### config.mk
export PLATFORM = sky130hd
export DESIGN_NAME = clk_div_monitor
export DESIGN_NICKNAME = d
export VERILOG_FILES = /design/src/rtl/clk_mon_pkg.sv /design/src/rtl/clk_mon_edge_det.sv /design/src/rtl/clk_div_monitor.sv
export SDC_FILE = /design/constraint.sdc
export NUM_CORES = 1
export LEC_CHECK = 0
export BUFFER_PORTS_ARGS = -buffer_cell sky130_fd_sc_hd__buf_2
export CORE_MARGIN = 4
export CORE_UTILIZATION = 60
export DETAILED_ROUTE_END_ITERATION = 12
export GPL_ROUTABILITY_DRIVEN = 1
export GPL_TIMING_DRIVEN = 1
export PLACE_DENSITY = 0.85
export SLEW_MARGIN = 20
export SYNTH_ARGS = -nofsm -noshare
export SYNTH_HDL_FRONTEND = slang
export SYNTH_SLANG_ARGS = --single-unit
### constraint.sdc
create_clock -name clk -period 4.2 [get_ports clk]
set_input_delay 0.42 -clock clk [delete_from_list [all_inputs] [get_ports clk]]
set_output_delay 0.42 -clock clk [all_outputs]
set_load 0.05 [all_outputs]
### src/rtl/clk_mon_pkg.sv
// Shared types and helpers for the divided-clock monitor.
// The FSM state encoding, the error counter width and an unsigned absolute difference.
package clk_mon_pkg;

  typedef enum logic [1:0] {
    IDLE = 2'd0,
    SEEK = 2'd1,
    MEAS = 2'd2
  } state_t;

  localparam int ERR_CNT_W = 8;

  // Larger minus smaller, so the result never underflows.
  function automatic logic [31:0] abs_diff(input logic [31:0] a, input logic [31:0] b);
    return (a >= b) ? (a - b) : (b - a);
  endfunction

endpackage

### src/rtl/clk_mon_edge_det.sv
// Optional synchronizer for the divided clock, followed by rising-edge detection.
// With SYNC_STAGES == 0 the input is treated as already synchronous to clk.
module clk_mon_edge_det #(
  parameter int SYNC_STAGES = 0
) (
  input  logic clk,
  input  logic rst_n,
  input  logic sig_in,
  output logic s,
  output logic rise
);

  logic s_d;

  generate
    if (SYNC_STAGES == 0) begin : g_direct
      assign s = sig_in;
    end else begin : g_sync
      logic [SYNC_STAGES-1:0] sync;
      always_ff @(posedge clk or negedge rst_n) begin
        if (!rst_n) begin
          sync <= '0;
        end else begin
          sync[0] <= sig_in;
          for (int i = 1; i < SYNC_STAGES; i++) sync[i] <= sync[i-1];
        end
      end
      assign s = sync[SYNC_STAGES-1];
    end
  endgenerate

  always_ff @(posedge clk or negedge rst_n) begin
    if (!rst_n) s_d <= 1'b0;
    else        s_d <= s;
  end

  assign rise = s & ~s_d;

endmodule

### src/rtl/clk_div_monitor.sv
// Measures period and high time of a divided clock in source-clock cycles, checks
// both against expectations, tracks lock and counts errors including stuck-clock timeouts.
module clk_div_monitor
  import clk_mon_pkg::*;
#(
  parameter int CNT_W       = 8,
  parameter int EXP_PERIOD  = 3,
  parameter int EXP_HIGH    = 1,
  parameter int TOL         = 0,
  parameter int LOCK_N      = 4,
  parameter int MAX_PERIOD  = 16,
  parameter int SYNC_STAGES = 0
) (
  input  logic                 clk,
  input  logic                 rst_n,
  input  logic                 en,
  input  logic                 sig_in,
  output logic [CNT_W-1:0]     period_out,
  output logic [CNT_W-1:0]     high_out,
  output logic                 meas_valid,
  output logic                 locked,
  output logic                 err,
  output logic                 timeout,
  output logic [ERR_CNT_W-1:0] err_cnt
);

  localparam logic [CNT_W-1:0] MAX_V  = CNT_W'(MAX_PERIOD);
  localparam logic [CNT_W-1:0] ONE_V  = CNT_W'(1);
  localparam logic [3:0]       LOCK_V = 4'(LOCK_N);

  function automatic logic [CNT_W-1:0] sat_inc(input logic [CNT_W-1:0] v, input logic inc);
    return (inc && (v != '1)) ? v + 1'b1 : v;
  endfunction

  function automatic logic [ERR_CNT_W-1:0] err_inc(input logic [ERR_CNT_W-1:0] v);
    return (v != '1) ? v + 1'b1 : v;
  endfunction

  logic             s;
  logic             rise;
  state_t           state;
  state_t           state_nxt;
  logic [CNT_W-1:0] period_cnt;
  logic [CNT_W-1:0] high_cnt;
  logic [3:0]       good_cnt;
  logic             timeout_hit;
  logic             closing;
  logic             good;

  clk_mon_edge_det #(
    .SYNC_STAGES(SYNC_STAGES)
  ) u_edge (
    .clk   (clk),
    .rst_n (rst_n),
    .sig_in(sig_in),
    .s     (s),
    .rise  (rise)
  );

  // A rise on the threshold cycle wins over the timeout; a pending timeout never re-fires.
  always_comb begin
    timeout_hit = (state != IDLE) && !rise && !timeout && (period_cnt == MAX_V);
    closing     = (state == MEAS) && rise;
    good        = (abs_diff(32'(period_cnt), 32'(EXP_PERIOD)) <= 32'(TOL)) &&
                  (abs_diff(32'(high_cnt),   32'(EXP_HIGH))   <= 32'(TOL));
  end

  always_comb begin
    state_nxt = state;
    case (state)
      IDLE:    if (en) state_nxt = SEEK;
      SEEK:    if (rise) state_nxt = MEAS;
      MEAS:    if (timeout_hit) state_nxt = SEEK;
      default: state_nxt = IDLE;
    endcase
    if (!en) state_nxt = IDLE;
  end

  always_ff @(posedge clk or negedge rst_n) begin
    if (!rst_n) begin
      state      <= IDLE;
      period_cnt <= '0;
      high_cnt   <= '0;
      good_cnt   <= '0;
      period_out <= '0;
      high_out   <= '0;
      meas_valid <= 1'b0;
      locked     <= 1'b0;
      err        <= 1'b0;
      timeout    <= 1'b0;
      err_cnt    <= '0;
    end else begin
      state      <= state_nxt;
      meas_valid <= 1'b0;
      err        <= 1'b0;
      if (!en) begin
        period_cnt <= '0;
        high_cnt   <= '0;
        good_cnt   <= '0;
        locked     <= 1'b0;
        timeout    <= 1'b0;
      end else if (state == IDLE) begin
        period_cnt <= '0;
        high_cnt   <= '0;
      end else if (rise) begin
        // Every rise opens a window; in MEAS it also closes the previous one.
        period_cnt <= ONE_V;
        high_cnt   <= ONE_V;
        timeout    <= 1'b0;
        if (closing) begin
          period_out <= period_cnt;
          high_out   <= high_cnt;
          meas_valid <= 1'b1;
          if (good) begin
            if (good_cnt != LOCK_V) good_cnt <= good_cnt + 4'd1;
            locked <= (good_cnt >= LOCK_V - 4'd1);
          end else begin
            good_cnt <= '0;
            locked   <= 1'b0;
            err      <= 1'b1;
            err_cnt  <= err_inc(err_cnt);
          end
        end
      end else if (timeout_hit) begin
        timeout    <= 1'b1;
        err        <= 1'b1;
        err_cnt    <= err_inc(err_cnt);
        locked     <= 1'b0;
        good_cnt   <= '0;
        period_cnt <= '0;
        high_cnt   <= '0;
      end else begin
        period_cnt <= sat_inc(period_cnt, 1'b1);
        high_cnt   <= sat_inc(high_cnt, s);
      end
    end
  end

endmodule

==> implementation parameters <==
Parameter                              Value

Yosys
  Syn avg cell area ... 9.82 sq um
  Post-synthesis register bit count ... slightly above 50
  Synthesis Warnings ... 0
  Number of distinct library cells after synthesis ... 63
  Cell taking the most area after synthesis ... sky130_fd_sc_hd__dfrtp_1
  Sequential-to-total area share from yosys stat ... 42.9%
  Synth top area share ... a little over two fifths
  Most area-consuming cells after synthesis ... sky130_fd_sc_hd__dfrtp_1 43%, sky130_fd_sc_hd__ha_1 6.3%, sky130_fd_sc_hd__o21ai_0 3.9%
  FFs w/ async S/R, synth ... 100%
  Synthesized net count ... approximately 320
  Number of enable flip-flop cells after synthesis ... 0
  Synthesized area ... slightly below 3000 sq um
  Count of mapped cells out of synthesis ... 303
  Most used flip-flop cell after synthesis ... sky130_fd_sc_hd__dfrtp_1

GRT
  Wire length of the first global-routing pass ... approximately 10 mm
  Grt ovf ... 0
  Total routing resource utilization after global routing ... between 20% and 30%
  Largest net degree at the start of global routing ... 52
  Via count of the first global-routing pass ... 2281
  Antenna violations before repair ... 0

Timing
  Setup tns final ... 0 ns
  Max Clk Rate ... 0.332 GHz
  Share of the clock period used by the worst path ... a little under three quarters
  Worst Slack Setup Final ... about 1.2 ns
  Headroom to the max-slew limit ... between 50% and 60%
  Final Hold Violating Endpoints ... 0
  # setup viols final ... 0
  Worst slew pin tran ... around 0.72 ns
  Unrepaired setup endpoints after global routing ... false
  Final setup skew ... roughly 0.016 ns
  Final number of max-transition violations ... 0
  Shortest clock period the worst path allows after layout ... between 3 and 4 ns

Power
  Worst-case vdd ir drop ... roughly 0.18 mV
  Sequential Power Share ... 57.7%
  Leakage Power ... roughly 1.5 nW
  Switching power as a share of total power ... between 20% and 30%
  Combinational fraction of design power ... between 10 and 15%
  Power density over cell area ... between 200 and 300 nW/um^2
  Power Total ... 0.883 mW
  Clock network power share ... 32.2%
  Internal power summed over all cells ... 0.647 mW
  NetSw ... around 0.24 mW

Critical path
  Worst Setup Path Type ... register to register
  Startpoint class of the critical path ... register
  Maximum single-stage delay on the critical path ... ~0.63 ns
  Worst endpoint required time ... 4.45 ns
  CP arrival ... about 3.3 ns
  Worst Path Max Fanout ... 16
  Kind of end point of the critical path ... register
  Worst path cell trace ... inv_1, ha_1, or4b_4, nor4_4, nor2_1, a2111oi_0, a22o_1
  Critical-path top delay cell ... sky130_fd_sc_hd__nor4_4

Placement
  DP Worst Slack ... approximately 1.3 ns
  Detailed placement HPWL ... between 4 and 5 mm
  Number of buffers inserted by port buffering ... 31
  Final Wtd Congestion ... 0.922

Clocking
  Clock latency on the worst-skew pair ... around 0.31 ns
  Root cell of the clock tree ... sky130_fd_sc_hd__clkbuf_8
  Number of H-tree branching levels ... 2
  Post-CTS clock slew at the launch and capture registers of the worst setup and hold paths ... about 0.1 ns
  Post-CTS setup buffer count ... 0
  # clock sinks ... between 50 and 60
  Total clock buffers created by CTS ... 5
  Maximum number of buffers from clock root to sink ... 2
  Post-CTS Hold Fix Bufs ... 0
  CTS tree ... yes
  Resized cells post-CTS ... 0

Route
  Iteration count of the initial detailed-routing pass ... 4
  DRC violations left ... 0
  Number of vias per cell ... slightly below 6
  Overall via count from detail_route ... between 2000 and 2500
  Number of DRC violations after detailed-routing iteration 0 ... approximately 110
  Detailed-route wire length per cell ... about 15 um
  Total detailed-routing wirelength ... ~5.8 mm
  Post-route antenna net violation count ... 0

Layout
  Share of final-layout standard cells stronger than drive strength 1 ... approximately 21%
  Total inserted antenna cells ... 0
  Layout overhead on the synthesized area ... 7.73%
  Final net count ... approximately 350

Worst hold path
  Hold/Removal Path Class ... input port to async pin

Floorplanning
  Die span in x ... 78.4 um
  Count of standard-cell rows ... 25
  Initial core utilization ... between 60% and 70%
  I/O pin cnt ... 32
  Die height ... around 80 um
  Die ar. ... 6150 sq um
  Total core area ... roughly 4800 sq um

Run
  Max-Cap Viols ... 0

Status
  Outcome ... finished clean
-- sequential cells by signal (all words and copies together) (netlist names), 2 cells and up --
register	count
period_cnt	8
err_cnt	8
good_cnt	4
high_out	8
period_out	8
state	2
high_cnt	8
-- cells by family after synthesis --
group	synth area share, %
buffers and inverters	5.59
adder cells (fa/ha/maj)	6.31
AO/OA/AOI/OAI	15.7
XOR/XNOR	5.00
multiplexers	3.87
AND/OR/NAND/NOR	20.6
flip-flops	42.9
-- cells in the mapped netlist (3+ instances only) --
cell type,instances
sky130_fd_sc_hd__inv_1,15
sky130_fd_sc_hd__mux2_2,8
sky130_fd_sc_hd__xnor2_1,13
sky130_fd_sc_hd__nor4_1,4
sky130_fd_sc_hd__nand3b_1,3
sky130_fd_sc_hd__buf_6,5
sky130_fd_sc_hd__nand4_1,5
sky130_fd_sc_hd__nor2_1,29
sky130_fd_sc_hd__clkbuf_1,6
sky130_fd_sc_hd__nand2b_1,5
sky130_fd_sc_hd__a21oi_1,10
sky130_fd_sc_hd__a211oi_1,4
sky130_fd_sc_hd__o21ai_0,23
sky130_fd_sc_hd__nand2_1,27
sky130_fd_sc_hd__o21ai_1,3
sky130_fd_sc_hd__nor3_1,9
sky130_fd_sc_hd__dfrtp_1,51
sky130_fd_sc_hd__ha_1,15
sky130_fd_sc_hd__or3_1,3
sky130_fd_sc_hd__nand3_1,10
sky130_fd_sc_hd__xor2_1,4
-- cell usage in the layout (no fill, tap or decap), drive strengths merged, types with 2 or more instances in the layout --
cell type / instances
dfrtp: 51
nand2b: 5
o31ai: 2
mux2: 9
a211oi: 4
nand3: 10
and2: 2
a21bo: 2
clkinv: 2
inv: 16
xor2: 4
a2111oi: 2
a31oi: 2
nor2: 29
or4: 2
xnor2: 13
or3: 3
o21ai: 28
ha: 15
nand3b: 3
or2: 2
nor3: 9
buf: 32
a21oi: 10
clkbuf: 5
and3: 2
nand4: 5
nor4: 6
nand2: 27
a211o: 2
o21a: 2
-- final timing paths --
| kind | slack, ns | cells past startpoint | end | startpoint |
|---|---|---|---|---|
| setup / recovery | 1.19 | 7 | good_cnt[3] | period_cnt[2] |
| hold / removal | 0.12 | 1 | period_out[7] | rst_n |
| setup reg to reg | 1.19 | 7 | good_cnt[3] | period_cnt[2] |
| hold reg to reg | 0.47 | 2 | locked | locked |
| max in group asynchronous | 3.66 | 1 | high_cnt[7] | rst_n |
| min in group clk | 0.27 | 1 | u_edge.s_d | sig_in |
-- per-stage QoR --
step	utilization (%)	hold WS [ns]	cells	instance area [sq um]
after floorplan	-	0.124	303	2980
final	67.4	0.123	395	3210
after global routing	67.4	0.164	395	3210
after global placement	65.5	0.458	387	3110
after CTS	67.4	0.261	395	3200
after detailed placement	65.5	0.452	387	3110
-- power groups by stage --
| stage | combinational, mW | sequential [mW] | clock (mW) |
|---|---|---|---|
| after CTS | 0.0899 | 0.510 | 0.294 |
| after detailed placement | 0.0897 | 0.519 | 0 |
| after global placement | 0.0874 | 0.519 | 0 |
| after floorplan | 0.0504 | 0.533 | 0 |
| final | 0.0889 | 0.510 | 0.285 |
| after global routing | 0.0984 | 0.512 | 0.321 |
-- metal layers --
metal,routed length (um),GRT usage [%]
met1,2500,25.8
met2,2880,36.6
met3,319,4.82
met4,119,8.57
met5,0,0
-- final cells by class --
cell class | count | area [sq um]
Clock buffer | 5 | 68.8
Sequential cell | 51 | 1280
Fill cell | 388 | 1550
Multi-Input combinational cell | 222 | 1530
Clock inverter | 3 | 22.5
Tap cell | 67 | 83.8
Timing Repair Buffer | 32 | 165
Inverter | 15 | 56.3
-- worst max-delay path: cells and delay by family, from the launching register on --
family | cells | cell delay [ns]
AND/OR/NAND/NOR | 3 | 1.36
AO/OA/AOI/OAI | 2 | 0.68
buffers and inverters | 1 | 0.20
flip-flops | 1 | 0.45
adder cells (fa/ha/maj) | 1 | 0.26
Note: power is estimated with default switching activity, not from simulation.
